File: src/rtl/regfile_debug_dumper_pkg.sv
// Shared types and constants for the register-file debug dumper.
// Optional index header per register is enabled with DUMPER_INDEX_HEADER_EN.
package regfile_debug_dumper_pkg;

  typedef enum logic [1:0] {
    ST_IDLE = 2'd0,
    ST_SEL  = 2'd1,
    ST_SEND = 2'd2,
    ST_DONE = 2'd3
  } state_t;

  localparam int unsigned NUM_REGS_DEF = 32;
  localparam int unsigned SEL_W        = 5;
  localparam int unsigned BYTE_W       = 8;
  localparam logic [2:0]  HDR_PAD      = 3'b000;

  function automatic int unsigned bytes_per_reg(input int unsigned width);
    return width / BYTE_W;
  endfunction

  // Header byte announcing which register the following data bytes belong to
  function automatic logic [BYTE_W-1:0] header_byte(input logic [SEL_W-1:0] idx);
    return {HDR_PAD, idx};
  endfunction

endpackage

File: src/rtl/regfile_debug_dumper_byte_serializer.sv
// Loads a multi-byte word and emits it MSB byte first on a valid/ready byte stream.
module regfile_debug_dumper_byte_serializer
  import regfile_debug_dumper_pkg::*;
#(
  parameter int unsigned NBYTES = 4
) (
  input  logic                     clk,
  input  logic                     reset,
  input  logic                     load,
  input  logic [NBYTES*BYTE_W-1:0] load_data,
  input  logic                     tx_ready,
  output logic [BYTE_W-1:0]        tx_data,
  output logic                     tx_valid,
  output logic                     last_c
);

  localparam int unsigned SW    = NBYTES * BYTE_W;
  localparam int unsigned CNT_W = (NBYTES > 1) ? $clog2(NBYTES) : 1;

  logic [SW-1:0]    shift_q;
  logic [CNT_W-1:0] cnt_q;

  // Byte count of zero means the byte on tx_data is the final one of the word
  always_ff @(posedge clk or posedge reset) begin
    if (reset) begin
      shift_q  <= '0;
      cnt_q    <= '0;
      tx_valid <= 1'b0;
    end else if (load) begin
      shift_q  <= load_data;
      cnt_q    <= CNT_W'(NBYTES - 1);
      tx_valid <= 1'b1;
    end else if (tx_valid && tx_ready) begin
      shift_q <= shift_q << BYTE_W;
      if (cnt_q == '0) begin
        tx_valid <= 1'b0;
      end else begin
        cnt_q <= cnt_q - CNT_W'(1);
      end
    end
  end

  assign tx_data = shift_q[SW-1 -: BYTE_W];
  assign last_c  = (cnt_q == '0);

endmodule

File: src/rtl/regfile_debug_dumper.sv
// Walks the register-file debug port x0..xN-1 and streams every word out byte-wise.
// Define DUMPER_INDEX_HEADER_EN to prefix each register with an index header byte.
module regfile_debug_dumper
  import regfile_debug_dumper_pkg::*;
#(
  parameter int unsigned WIDTH    = 32,
  parameter int unsigned NUM_REGS = NUM_REGS_DEF
) (
  input  logic              clk,
  input  logic              reset,
  input  logic              start,
  output logic              busy,
  output logic              done,
  output logic [SEL_W-1:0]  dbg_sel,
  input  logic [WIDTH-1:0]  dbg_data,
  output logic [BYTE_W-1:0] tx_data,
  output logic              tx_valid,
  input  logic              tx_ready
);

  if ((WIDTH % BYTE_W) != 0 || WIDTH == 0) begin : g_width_chk
    $error("regfile_debug_dumper: WIDTH must be a non-zero multiple of 8");
  end
  if (NUM_REGS > 32 || NUM_REGS == 0) begin : g_regs_chk
    $error("regfile_debug_dumper: NUM_REGS must be in 1..32");
  end

`ifdef DUMPER_INDEX_HEADER_EN
  localparam int unsigned HDR_BYTES = 1;
`else
  localparam int unsigned HDR_BYTES = 0;
`endif
  localparam int unsigned NBYTES   = bytes_per_reg(WIDTH) + HDR_BYTES;
  localparam logic [SEL_W-1:0] LAST_IDX = SEL_W'(NUM_REGS - 1);

  state_t                     state;
  logic [SEL_W-1:0]           idx;
  logic [NBYTES*BYTE_W-1:0]   load_word_c;
  logic                       last_c;

  // Header (when enabled) rides in front of the data so capture stays at the SEL exit edge
`ifdef DUMPER_INDEX_HEADER_EN
  assign load_word_c = {header_byte(idx), dbg_data};
`else
  assign load_word_c = dbg_data;
`endif

  always_ff @(posedge clk or posedge reset) begin
    if (reset) begin
      state <= ST_IDLE;
      idx   <= '0;
      busy  <= 1'b0;
      done  <= 1'b0;
    end else begin
      done <= 1'b0;
      case (state)
        ST_IDLE: begin
          if (start) begin
            idx   <= '0;
            busy  <= 1'b1;
            state <= ST_SEL;
          end
        end
        ST_SEL: state <= ST_SEND;
        ST_SEND: begin
          if (tx_valid && tx_ready && last_c) begin
            if (idx == LAST_IDX) begin
              busy  <= 1'b0;
              done  <= 1'b1;
              state <= ST_DONE;
            end else begin
              idx   <= idx + SEL_W'(1);
              state <= ST_SEL;
            end
          end
        end
        default: state <= ST_IDLE;
      endcase
    end
  end

  assign dbg_sel = idx;

  regfile_debug_dumper_byte_serializer #(.NBYTES(NBYTES)) u_ser (
    .clk       (clk),
    .reset     (reset),
    .load      (state == ST_SEL),
    .load_data (load_word_c),
    .tx_ready  (tx_ready),
    .tx_data   (tx_data),
    .tx_valid  (tx_valid),
    .last_c    (last_c)
  );

endmodule

File: config.mk
export PLATFORM = sky130hd
export DESIGN_NAME = regfile_debug_dumper
export DESIGN_NICKNAME = d
export VERILOG_FILES = /design/src/rtl/regfile_debug_dumper_pkg.sv /design/src/rtl/regfile_debug_dumper_byte_serializer.sv /design/src/rtl/regfile_debug_dumper.sv
export SDC_FILE = /design/constraint.sdc
export NUM_CORES = 1
export LEC_CHECK = 0
export CAP_MARGIN = 20
export CORE_MARGIN = 4
export CORE_UTILIZATION = 43
export DETAILED_ROUTE_END_ITERATION = 6
export PLACE_DENSITY = 0.72
export RECOVER_POWER = 50
export SLEW_MARGIN = 15
export SYNTH_ARGS = -nofsm -noshare
export SYNTH_HDL_FRONTEND = slang
export SYNTH_HIERARCHICAL = 1
export SYNTH_SLANG_ARGS = --single-unit
File: constraint.sdc
create_clock -name clk -period 1.85 [get_ports clk]
set_clock_uncertainty 0.2 [all_clocks]
set_input_delay 0.555 -clock clk [delete_from_list [all_inputs] [get_ports clk]]
set_output_delay 0.555 -clock clk [all_outputs]
set_load 0.02 [all_outputs]
==> summary.md <==
| Metric | Value |
|---|---|
| Row Count | `27` |
| TNS Setup | `-0.0903 ns` |
| Worst Path Arrival | `1.87 ns` |
| Antenna Cells | `0` |
| Hold Crit Class | `flop to flop` |
| Synth area leader | `dfrtp_1` |
| Worst-path fanout max | `4` |
| Final setup fails | `3` |
| H-tree depth | `2` |
| Multi-input logic area | `1120 sq um` |
| Mapped cell area | `2430 sq um` |
| Die height | `83.2 um` |
| Sw power | `340 uW` |
| IO Port Bufs | `51` |
| CTS clk-pin slew, worst paths | `0.08 ns` |
| Root Driver | `clkbuf_8` |
| Tot GR Track Use | `0.147` |
| Die ar. | `6910 sq um` |
| Max Cap Viol | `0` |
| Number of hold violations in the final report | `0` |
| Crit Path Category | `flop to flop` |
| P_int | `1.28 mW` |
| Clk sink count | `44` |
| R2r worst-path depth | `6` |
| Worst vdd ir | `0.308 mV` |
| Post-synth net total | `286` |
| Clock buffer depth | `2` |
| Starting DRT DRC Count | `141` |
| Minimum clock period | `1.89 ns` |
| DP Worst Slack | `-0.233 ns` |
| Inserted Clock Buffers | `5` |
| Wirelength, routed | `5060 um` |
| Die width | `83.2 um` |
| Non-Filler Instances | `368` |
| Routed vias/inst | `5.13` |
| Sequential area share after synthesis | `0.453` |
| Post-route ant nets | `0` |
| Layout net count | `336` |
| R2r setup slk | `-0.04 ns` |
| Final instance area | `3120 sq um` |
| Initial core utilization | `0.441` |
| Ports | `52` |
| Worst Setup Start Kind | `flop` |
| Post-CTS Hold Fix Bufs | `0` |
| First-pass GRT wire length | `8590 um` |
| Storage element area | `1100 sq um` |
| Area growth syn-to-layout | `28.3%` |
| Total grt overflow | `0` |
| DP HPWL | `3490 um` |
| Worst Setup EP | `dbg_sel[2]` |
| Mapped Cells | `247` |
| Reg-to-reg endpoint | `dbg_sel[2]` |
| Distinct cell type count after synthesis | `31` |
| CTS tree | `yes` |
| Leakage Power | `1.25 nW` |
| Via count of the first global-routing pass | `1,885` |
| Clock share of power | `0.339` |
| Detailed-route via count | `1,886` |
| Clk_lat worst skew | `0.29 ns` |
| Setup Buffers After CTS | `0` |
| Placeable Area | `5510 sq um` |
| Max transition margin | `0.428` |
| Yosys warns | `6` |
| Leading cell type in the layout, fill and taps excluded | `dfrtp_1` |
| Layout cells sized above 1 | `0.142` |
| Sequential share of power | `0.592` |
| RePlAce Congestion | `0.806` |
| Largest cells by area after synthesis | `dfrtp_1 45%, nand4b_1 8.7%, nand2_1 6.5%` |
| Switching share of power | `0.209` |
| Power Density | `521 nW/um^2` |
| First-pass DRT Iterations | `4` |
| FF-to-FF Start | `dbg_sel[0]` |
| Required time worst endpoint | `1.84 ns` |
| Number of synthesized register bits | `44` |
| CP endpoint kind | `flop` |
| RSZ-0062 raised after global routing | `true` |
| Max Clk Rate | `530 MHz` |
| Final core area utilization | `0.566` |
| Final Slew Violations | `0` |
| Violated checks | `negative setup slack` |
| DP Area | `3060 sq um` |
| Avg Inst Size Synth | `9.83 sq um` |
| Dpl cells | `362` |
| Synth top area share | `0.453` |
| Most frequent cells in the layout | `42 x dfrtp_1, 41 x nand2_1, 33 x clkdlybuf4s50_1` |
| Crit path from | `dbg_sel[0]` |
| Setup WS post-layout | `-0.0380 ns` |
| Worst slew pin tran | `0.857 ns` |
| Largest net degree at the start of global routing | `43` |
| Status | `finished with violations` |
| Fillers | `509` |
| DRC | `0` |
| Final critical-path share of the clock period | `1.02` |
| WL per Instance | `13.7 um` |
| Combinational Power Share | `0.069` |
| Initial antenna violation count | `0` |
==> worst min-delay path by stage <==
stage	end	from	cells after the start
floorplan	busy	reset	1
global placement	state[0]	state[0]	1
detailed placement	state[0]	state[0]	1
CTS	state[0]	state[0]	1
global route	state[0]	state[0]	1
finish	state[0]	state[0]	1
==> state kept, by name, indices dropped and copies added, names as in the netlist <==
register / cells
busy: 1
done: 1
u_ser/tx_valid: 1
dbg_sel: 5
u_ser/cnt_q: 2
u_ser/shift_q: 32
state: 2
==> cells in the mapped netlist, drive strengths merged <==
cell / count
nor4: 1
nand4b: 25
and3: 1
and3b: 1
nand4: 2
a21o: 1
o211ai: 19
ha: 3
nand3: 5
nand2: 42
mux2i: 2
or4: 1
o21bai: 2
clkbuf: 4
a21oi: 2
a31oi: 1
buf: 24
a211o: 1
inv: 15
nor2b: 2
o311ai: 9
o21ai: 8
and4b: 1
nand2b: 25
and2: 1
nor2: 5
dfrtp: 44
==> power groups by stage <==
stage               Combinational [mW]  Sequential, mW  Clock [mW]
global placement                 0.121           0.980           0
finish                           0.112           0.961       0.551
CTS                              0.121           0.961       0.568
global route                     0.124           0.961       0.601
detailed placement               0.120           0.980           0
floorplan                       0.0228           0.980           0
==> area by class of cell <==
| type | count | share of cell area |
|---|---|---|
| clock buffers | 6 | 0.0233 |
| inverters | 15 | 0.0181 |
| multi-input cells | 160 | 0.361 |
| flip-flops and latches | 44 | 0.354 |
| well taps | 72 | 0.0289 |
| repair buffers | 71 | 0.214 |
==> per-layer routing <==
metal	global-route usage	vias to the layer above	share of wire
li1	-	961	-
met1	0.195	874	0.49
met2	0.232	43	0.44
met3	0.0496	8	0.055
met4	0.0371	0	0.014
met5	0	-	0
==> logic make-up after synthesis <==
group,after synthesis,share of synthesized area
buffers and inverters,43,0.103
and+or+nand+nor,112,0.274
AOI/OAI and AO/OA,43,0.146
DFF,44,0.453
muxes,2,0.00824
adders and majority gates,3,0.0155
==> per-stage QoR <==
| step | hold slack, ns | total power, mW |
|---|---|---|
| after detailed placement | 0.277 | 1.10 |
| after floorplan | 0.183 | 1.00 |
| final | 0.288 | 1.62 |
| after global routing | 0.323 | 1.69 |
| after CTS | 0.290 | 1.65 |
| after global placement | 0.254 | 1.10 |
==> timing repair <==
action | in CTS | in global routing
endpoints found under the setup margin | 19 | 8
pin swaps | 0 | 3
gates resized for setup | 17 | 3
gates cloned | 0 | 0
==> worst max-delay path, stage by stage, from the launching register on <==
cell     delay, ns
dfrtp_2       0.45
ha_4          0.17
and3_4        0.18
ha_4          0.15
and4b_2       0.31
a21oi_1       0.07
a211o_1       0.26
No activity file was read; power rests on OpenSTA's default activity.
